**src/rtl/count_dir_decoder_pkg.sv**
```systemverilog
// Shared definitions for the count direction decoder: FSM states, step codes
// and direction constants.
package count_dir_decoder_pkg;

    typedef enum logic [1:0] {
        IDLE  = 2'd0,
        TRACK = 2'd1,
        FAULT = 2'd2
    } state_t;

    // Codes equal the modulo-4 delta they stand for, so classification is a cast.
    typedef enum logic [1:0] {
        STEP_HOLD = 2'd0,
        STEP_UP   = 2'd1,
        STEP_BAD  = 2'd2,
        STEP_DN   = 2'd3
    } step_t;

    localparam logic DIR_UP = 1'b0;
    localparam logic DIR_DN = 1'b1;

endpackage

```
**src/rtl/count_dir_decoder_if.sv**
```systemverilog
// Sample/result bundle between a count source and the direction decoder.
interface count_dir_decoder_if #(
    parameter int unsigned POS_W = 8
);
    logic                    clr;
    logic [1:0]              q_in;
    logic                    q_valid;
    logic                    dir;
    logic                    dir_valid;
    logic signed [POS_W-1:0] pos;
    logic                    l_out;
    logic                    illegal;
    logic                    fault;

    modport master (
        output clr, q_in, q_valid,
        input  dir, dir_valid, pos, l_out, illegal, fault
    );

    modport slave (
        input  clr, q_in, q_valid,
        output dir, dir_valid, pos, l_out, illegal, fault
    );
endinterface

```
**src/rtl/dir_step_classify.sv**
```systemverilog
// Classifies one sample against the previous one as hold/up/down/illegal.
module dir_step_classify
    import count_dir_decoder_pkg::*;
(
    input  logic [1:0] prev,
    input  logic [1:0] q_in,
    output step_t      step
);
    logic [1:0] delta;

    // Modulo-4 difference maps directly onto the step code.
    always_comb begin
        delta = q_in - prev;
        step  = step_t'(delta);
    end
endmodule

```
**src/rtl/count_dir_decoder.sv**
```systemverilog
// Recovers direction, position and terminal count from a sampled 2-bit
// modulo-4 count stream, and flags illegal jumps of 2.
// Optional: DIRDEC_GLITCH_FILTER_EN makes dir change only after two
// consecutive legal steps in the new direction.
module count_dir_decoder
    import count_dir_decoder_pkg::*;
#(
    parameter int unsigned POS_W     = 8,
    parameter int unsigned ERR_LIMIT = 3
) (
    input logic                clk,
    input logic                reset,
    count_dir_decoder_if.slave bus
);
    localparam logic signed [POS_W-1:0] POS_MAX = {1'b0, {(POS_W-1){1'b1}}};
    localparam logic signed [POS_W-1:0] POS_MIN = {1'b1, {(POS_W-1){1'b0}}};
    localparam logic signed [POS_W-1:0] POS_ONE = 1;
    localparam logic [3:0]              ERR_LIM = 4'(ERR_LIMIT);

    state_t                  state_q, state_d;
    logic [1:0]              prev_q, prev_d;
    logic [3:0]              err_q, err_d;
    logic                    dir_q, dir_d;
    logic                    dir_valid_q, dir_valid_d;
    logic signed [POS_W-1:0] pos_q, pos_d;
    logic                    l_out_q, l_out_d;
    logic                    illegal_q, illegal_d;
    logic                    fault_q, fault_d;
    logic                    step_dir;
    step_t                   step;
`ifdef DIRDEC_GLITCH_FILTER_EN
    logic                    pend_q, pend_d;
`endif

    dir_step_classify u_classify (
        .prev (prev_q),
        .q_in (bus.q_in),
        .step (step)
    );

    // Next-state: FSM, step accumulation, error streak and direction.
    always_comb begin
        state_d     = state_q;
        prev_d      = prev_q;
        err_d       = err_q;
        dir_d       = dir_q;
        dir_valid_d = 1'b0;
        pos_d       = pos_q;
        l_out_d     = l_out_q;
        illegal_d   = 1'b0;
        fault_d     = fault_q;
        step_dir    = DIR_UP;
`ifdef DIRDEC_GLITCH_FILTER_EN
        pend_d      = pend_q;
`endif
        if (bus.clr) begin
            state_d = IDLE;
            prev_d  = 2'd0;
            err_d   = 4'd0;
            dir_d   = 1'b0;
            pos_d   = '0;
            l_out_d = 1'b0;
            fault_d = 1'b0;
`ifdef DIRDEC_GLITCH_FILTER_EN
            pend_d  = 1'b0;
`endif
        end else if (bus.q_valid) begin
            unique case (state_q)
                IDLE: begin
                    prev_d  = bus.q_in;
                    state_d = TRACK;
                end
                TRACK: begin
                    prev_d = bus.q_in;
                    unique case (step)
                        STEP_HOLD: begin
                            err_d = 4'd0;
`ifdef DIRDEC_GLITCH_FILTER_EN
                            pend_d = 1'b0;
`endif
                        end
                        STEP_BAD: begin
                            illegal_d = 1'b1;
                            err_d     = err_q + 4'd1;
`ifdef DIRDEC_GLITCH_FILTER_EN
                            pend_d    = 1'b0;
`endif
                            if ((err_q + 4'd1) >= ERR_LIM) begin
                                state_d = FAULT;
                                fault_d = 1'b1;
                            end
                        end
                        STEP_UP, STEP_DN: begin
                            err_d       = 4'd0;
                            dir_valid_d = 1'b1;
                            step_dir    = (step == STEP_DN) ? DIR_DN : DIR_UP;
                            if (step_dir == DIR_UP) begin
                                if (pos_q != POS_MAX) pos_d = pos_q + POS_ONE;
                                l_out_d = (bus.q_in == 2'd3);
                            end else begin
                                if (pos_q != POS_MIN) pos_d = pos_q - POS_ONE;
                                l_out_d = (bus.q_in == 2'd0);
                            end
`ifdef DIRDEC_GLITCH_FILTER_EN
                            // A lone opposite step is remembered, not obeyed.
                            if (step_dir == dir_q) begin
                                pend_d = 1'b0;
                            end else if (pend_q) begin
                                dir_d  = step_dir;
                                pend_d = 1'b0;
                            end else begin
                                pend_d = 1'b1;
                            end
`else
                            dir_d = step_dir;
`endif
                        end
                    endcase
                end
                FAULT: begin
                    // Samples ignored until clr or reset.
                end
                default: state_d = IDLE;
            endcase
        end
    end

    // State and registered outputs, async active-low reset.
    always_ff @(posedge clk or negedge reset) begin
        if (!reset) begin
            state_q     <= IDLE;
            prev_q      <= 2'd0;
            err_q       <= 4'd0;
            dir_q       <= 1'b0;
            dir_valid_q <= 1'b0;
            pos_q       <= '0;
            l_out_q     <= 1'b0;
            illegal_q   <= 1'b0;
            fault_q     <= 1'b0;
`ifdef DIRDEC_GLITCH_FILTER_EN
            pend_q      <= 1'b0;
`endif
        end else begin
            state_q     <= state_d;
            prev_q      <= prev_d;
            err_q       <= err_d;
            dir_q       <= dir_d;
            dir_valid_q <= dir_valid_d;
            pos_q       <= pos_d;
            l_out_q     <= l_out_d;
            illegal_q   <= illegal_d;
            fault_q     <= fault_d;
`ifdef DIRDEC_GLITCH_FILTER_EN
            pend_q      <= pend_d;
`endif
        end
    end

    assign bus.dir       = dir_q;
    assign bus.dir_valid = dir_valid_q;
    assign bus.pos       = pos_q;
    assign bus.l_out     = l_out_q;
    assign bus.illegal   = illegal_q;
    assign bus.fault     = fault_q;
endmodule

```
**src/flat_wrapper.sv**
```systemverilog
// flat-port wrapper written by rule: the top's interface ports become plain ports
module count_dir_decoder_flat import count_dir_decoder_pkg::*;
#(
    parameter int unsigned POS_W     = 8,
    parameter int unsigned ERR_LIMIT = 3
)
  (clk, reset, bus_clr, bus_q_in, bus_q_valid, bus_dir, bus_dir_valid, bus_pos, bus_l_out, bus_illegal, bus_fault);
  count_dir_decoder_if #(.POS_W(POS_W)) bus_i ();
  input logic clk;
  input logic reset;
  input wire logic [$bits(bus_i.clr)-1:0] bus_clr;
  input wire logic [$bits(bus_i.q_in)-1:0] bus_q_in;
  input wire logic [$bits(bus_i.q_valid)-1:0] bus_q_valid;
  output wire logic [$bits(bus_i.dir)-1:0] bus_dir;
  output wire logic [$bits(bus_i.dir_valid)-1:0] bus_dir_valid;
  output wire logic [$bits(bus_i.pos)-1:0] bus_pos;
  output wire logic [$bits(bus_i.l_out)-1:0] bus_l_out;
  output wire logic [$bits(bus_i.illegal)-1:0] bus_illegal;
  output wire logic [$bits(bus_i.fault)-1:0] bus_fault;
  assign bus_i.clr = bus_clr;
  assign bus_i.q_in = bus_q_in;
  assign bus_i.q_valid = bus_q_valid;
  assign bus_dir = bus_i.dir;
  assign bus_dir_valid = bus_i.dir_valid;
  assign bus_pos = bus_i.pos;
  assign bus_l_out = bus_i.l_out;
  assign bus_illegal = bus_i.illegal;
  assign bus_fault = bus_i.fault;
  count_dir_decoder #(.POS_W(POS_W), .ERR_LIMIT(ERR_LIMIT)) u_core (.clk(clk), .reset(reset), .bus(bus_i));
endmodule
```
**config.mk**
```make
export PLATFORM = sky130hd
export DESIGN_NAME = count_dir_decoder_flat
export DESIGN_NICKNAME = d
export VERILOG_FILES = /design/src/rtl/count_dir_decoder_pkg.sv /design/src/rtl/count_dir_decoder_if.sv /design/src/rtl/dir_step_classify.sv /design/src/rtl/count_dir_decoder.sv /design/src/flat_wrapper.sv
export SDC_FILE = /design/constraint.sdc
export NUM_CORES = 1
export LEC_CHECK = 0
export CAP_MARGIN = 40
export CORE_AREA = 2 2 69 71
export CTS_CLUSTER_DIAMETER = 120
export DETAILED_ROUTE_END_ITERATION = 12
export DIE_AREA = 0 0 71 73
export MAX_ROUTING_LAYER = met4
export PLACE_DENSITY_LB_ADDON = 0.1
export SKIP_CTS_REPAIR_TIMING = 1
export SLEW_MARGIN = 20
export SYNTH_ARGS = -nofsm -noshare
export SYNTH_HDL_FRONTEND = slang
export SYNTH_HIERARCHICAL = 1
export SYNTH_SLANG_ARGS = --single-unit
export TNS_END_PERCENT = 30
```
**constraint.sdc**
```tcl
create_clock -name clk -period 3.2 [get_ports clk]
set_input_delay 0.48 -clock clk [delete_from_list [all_inputs] [get_ports clk]]
set_output_delay 0.48 -clock clk [all_outputs]
set_load 0.02 [all_outputs]
```
# Word-level counts from Yosys, hierarchy flattened
# Cells that the tools add are included.
# totals
elab_cells,87
register_bits,21
input_bits,6
# classes
n_eq_ne,12
order_cmp,1
n_reduce_logical,19
addsub,4
muxes,42
# op_table
operator,count
8-bit 2-to-1 mux,7
1-bit 2-to-1 mux,23
"8-bit inequality test, second input constant",2
2-bit 2-to-1 mux,7
4-bit 2-to-1 mux,3
2-bit nonzero test,6
"8-bit by 2-bit adder with 8-bit output, second input constant",1
"2-bit equality test, second input constant",4
4-bit case mux with 2 select lines,1
4-bit AND reduction,2
"8-bit by 2-bit subtractor with 8-bit output, second input constant",1
2-bit logical NOT,3
"3-bit inequality test, second input constant",2
2-bit case mux with 3 select lines,1
5-bit AND reduction,1
"4-bit by 1-bit adder with 4-bit output, second input constant",1
"2-bit by 1-bit equality test with 1-bit output, second input constant",2
"4-bit by 2-bit >= comparator with 1-bit output, second input constant",1
2-bit AND reduction,2
2-bit OR reduction,2
"3-bit by 2-bit inequality test with 1-bit output, second input constant",1
3-bit AND reduction,1
3-bit nonzero test,1
3-bit OR reduction,1
other kinds (2),2

# Depth between registers and ports, before layout
# Gate-level depths: netlist of run 1.
# logic_depth
depth_word,8
ltp_mapped,11
ltp_nobuf,11

# By module
# Netlist of run 1, hierarchy kept.
# by_module_without_submodules
module,cells_each,area_each_um2,n_inst
count_dir_decoder,147,1381.3,1
dir_step_classify,4,43.8,1

# Worst setup path after synthesis of run 1
# OpenSTA, ideal clock, no wires.
# synth_path
path_type,input-to-reg
start,in bus_q_in[0]
end,"reg u_core.pos_q[6], in the netlist u_core/bus.pos[6]"
path_stages,11
setup_slack_ps,349
t_required_ps,3105
arrival_ps,2756
cell_sequence,inv_1 > ha_1 > xor3_1 > nand2_2 > clkinv_4 > ha_1 > and3_1 > o31ai_1 > mux2_2 > o211a_1 > o31ai_1
# synth_between
elab_chain_len,8
elab_cells_between_ends,14
classes_between,add/sub: 1; eq/ne: 3; mux: 6; reduce/logical: 4
# synth_lines
element,line,source
"start, declared",flat_wrapper.sv:12,input wire logic [$bits(bus_i.q_in)-1:0] bus_q_in;
2-bit subtractor (*),dir_step_classify.sv:13,delta = q_in - prev;
named net u_core.step[1],count_dir_decoder.sv:30,step_t step;
2-bit equality test,"count_dir_decoder.sv:75, count_dir_decoder.sv:96",
1-bit 2-to-1 mux,count_dir_decoder.sv:96,step_dir = (step == STEP_DN) ? DIR_DN : DIR_UP;
8-bit 2-to-1 mux,count_dir_decoder.sv:97,if (step_dir == DIR_UP) begin
8-bit 2-to-1 mux,count_dir_decoder.sv:75,unique case (step)
8-bit 2-to-1 mux,count_dir_decoder.sv:68,unique case (state_q)
8-bit 2-to-1 mux,count_dir_decoder.sv:67,end else if (bus.q_valid) begin
8-bit 2-to-1 mux,count_dir_decoder.sv:56,if (bus.clr) begin
"end signal, assigned",count_dir_decoder.sv:149,pos_q <= pos_d;
"end, declared",count_dir_decoder.sv:25,"logic signed [POS_W-1:0] pos_q, pos_d;"
# Mark *: on every way through the listed nets, which the timed path passes. The rest lies on a longest branch. The select of a mux whose other input is x is not followed.
# A chain may end at the register's enable or synchronous reset.

# Final worst setup path of run 1
# Same ends and word-level chain as after synthesis.

==> results of run 1 <==
## critical path, delay by kind of cell
kind                     cells  cell delay [ns]
XOR/XNOR                     2             0.55
multiplexers                 1             0.36
AO/OA/AOI/OAI                3             0.55
adder cells (fa/ha/maj)      2             0.38
AND/OR/NAND/NOR              2             0.32
buffers and inverters        2             0.53
## layout by cell type, fill, tap and decap left out, types with 2 or more instances in the layout
cell             count
a21oi_1              8
a221o_1              2
a31oi_1              2
and3_1               2
buf_4                9
clkbuf_8             3
clkdlybuf4s50_1     18
dfrtp_1             21
ha_1                 7
inv_1                9
mux2_2               3
mux2i_1              5
nand2_1             11
nand2b_1             2
nand3b_1             2
nand4_1              2
nor2_1              17
nor2b_1              4
nor3_1               4
nor4_1               3
o21ai_0              4
o31a_1               2
o31ai_1              4
xnor2_1              4
## state kept, by name (all words and copies together) (netlist names)
name,flops
u_core/bus.dir,1
u_core/bus.dir_valid,1
u_core/bus.fault,1
u_core/bus.illegal,1
u_core/bus.l_out,1
u_core/bus.pos,8
u_core/err_q,4
u_core/prev_q,2
u_core/state_q,2
## final cells by class
class | count | area, um^2 | share of cell area
clock buffer | 4 | 45.04 | 0.02568
multi-input combinational | 115 | 825.8 | 0.4708
inverter | 10 | 42.54 | 0.02425
sequential | 21 | 525.5 | 0.2996
timing repair buffer | 27 | 247.7 | 0.1412
tap | 54 | 67.56 | 0.03852
## power by group
group	switching (W)	internal [W]	leakage, nW
Sequential	0.0000840	0.000307	0.282
Clock	0.0000883	0.0000887	0.0228
Combinational	0.000244	0.000251	0.467
Total	0.000416	0.000646	0.772
## cell families (layout without fill, tap and decap cells)
| kind of cell | count (synthesis) | count (layout) | synth area share |
|---|---|---|---|
| compound gates | 34 | 34 | 0.1765 |
| xor+xnor | 5 | 5 | 0.04126 |
| fa+ha+maj | 8 | 8 | 0.06936 |
| buf+inv | 15 | 41 | 0.05179 |
| flops | 21 | 21 | 0.3687 |
| mux | 8 | 8 | 0.05882 |
| simple gates | 60 | 60 | 0.2335 |
## worst min-delay path by stage
| stage | startpoint | slack (ns) | cells past startpoint | end |
|---|---|---|---|---|
| global placement | u_core/bus.fault | 0.50 | 2 | u_core/bus.fault |
| CTS | u_core/bus.fault | 0.52 | 2 | u_core/bus.fault |
| finish | u_core/bus.fault | 0.52 | 2 | u_core/bus.fault |
| global route | u_core/bus.fault | 0.55 | 2 | u_core/bus.fault |
| floorplan | reset | 0.18 | 0 | u_core/bus.dir |
| detailed placement | u_core/bus.dir | 0.51 | 2 | u_core/bus.dir |
## routing by layer
metal	part of all wire	vias to the layer above	track usage
met4	0.0096	0	0.05031
met2	0.48	14	0.2222
met1	0.49	572	0.1728
met3	0.021	2	0.01934
li1	-	602	-
met5	0	-	-
## per-stage QoR
step,TNS [ns],cells,util,hold slack [ns],worst slack (ns)
4_1_cts,0,231,0.3868,0.5235,0.1907
2_1_floorplan,0,151,-,0.1844,0.3489
6_report,0,231,0.3868,0.5155,0.2065
3_5_place_dp,-0.07921,227,0.3768,0.5090,-0.07921
3_3_place_gp,-0.03271,227,0.3768,0.5021,-0.03271
5_1_grt,0,231,0.3868,0.5460,0.09040
==> run summary, run 1 <==
status: finished, final reports clean
DP Wirelength: 2348 um
max incr delay on CP: 0.48 ns
worst path required time: 3.38 ns
antenna cells: 0
Total Power: 0.001063 W
total CTS buffers: 3
mapped cell area: 0.001425 mm^2
area fraction of the dominant cell type after synthesis: 0.3687
# IOs: 19
Yosys cell types: 54
Routed Antenna Nets: 0
Max rail drop VDD: 421.1 uV
Ys Warns: 6
die height: 73 um
DRT iter0 DRCs: 76
Finished Cell Area: 0.001754 mm^2
critical path fanouts, max: 5
drt wl/cell: 13.97 um
unrepaired setup endpoints after global routing: no
FILL cells: 444
FMAX: 0.3341 GHz
worst flop-to-flop path startpoint: u_core/prev_q[0]
crit end category: register
Initial Util: 0.3142
Placement Cell Area: 0.001709 mm^2
routed via count: 1190
Slew HR: 0.7028
count leader, synth: dfrtp_1
TritonCTS clock tree: yes
Startpoint Class: input port
Worst Setup Path Type: input port to register
number of flops mapped to enable cells by yosys: 0
Vias/cell: 5.152
DIE WIDTH: 71 um
clk root buf: clkbuf_8
register-to-register setup slack: 0.52 ns
crit path to: u_core/bus.pos[6]
PortBufs: 18
Final #Nets: 191
H-tree levels: 1
routability cong.: 0.8408
FP Rows: 25
Mapped Cells: 151
Reg2Reg Depth: 10
Synth top cells by count: dfrtp_1 (21), nor2_1 (17), nand2_1 (11)
Reg-to-Reg End: u_core/bus.pos[6]
1st-pass router iterations: 4
crit path DAT: 3.17 ns
Hold Vio Cnt, Final: 0
register area share after synthesis: 0.3687
Clock transition at path regs: 0.08 ns
max-cap violations: 0
final setup fails: 0
Critical Path, Cell by Cell: clkdlybuf4s50_1, inv_1, ha_1, xor3_1, nand2_2, xnor2_1, ha_1, and3_1, o31ai_1, mux2_2, o211a_1, o31ai_1
ranking of synthesized cells by area: dfrtp_1 (37%), ha_1 (6.1%), nor2_1 (4.5%)
Avg Inst Size Synth: 9.438 um^2
Worst Hold Class: register to register
Static Leakage: 0.7720 nW
Synth Register Bits: 21
share of the clock period used by the worst path: 0.9355
GRT overflow: 0
Yosys top cell by area: dfrtp_1
Main synth FF type: dfrtp_1
clk_skew: 0.007045 ns
FFs w/ async S/R, synth: 1.000
Max Slew Vio Count: 0
drt total wl: 3226 um
first-pass GRT wire length: 5464 um
Setup crit start: bus_q_in[0]
slowest library cell on the worst path: clkdlybuf4s50_1
worst skew pair latency: 0.26 ns
vias in the first global route: 1138
DIE AREA: 0.005183 mm^2
syn nets: 164
Final min period: 2.993 ns
largest net degree at the start of global routing: 22
Area Growth Syn to Fin: 23.09%
GRT Util Overall: 0.1362
DRC violations left: 0
core area: 0.004536 mm^2
PD cells: 605.7 mW/mm^2
initial antenna violation count: 0
CTS max path bufs: 2
slew of the pin with the lowest slew margin: 0.4458 ns
clk sinks: 21
layout cells sized above 1: 0.1356
(Power assumes the default switching activity.)
==> run 2, diff against run 1 <==
==> constraint.sdc (replaced) <==
create_clock -name clk -period 3.2 [get_ports clk]
set_input_delay 0.48 -clock clk [delete_from_list [all_inputs] [get_ports clk]]
set_output_delay 0.48 -clock clk [all_outputs]
set_load 0.05 [all_outputs]
==> results of run 2 <==
Same layout as run 1 (identical final DEF). Status: finished, final reports clean.
Among the figures that moved: total power 0.001063 W -> 0.001155 W; worst IR drop on VDD 421.1 uV -> 581.1 uV
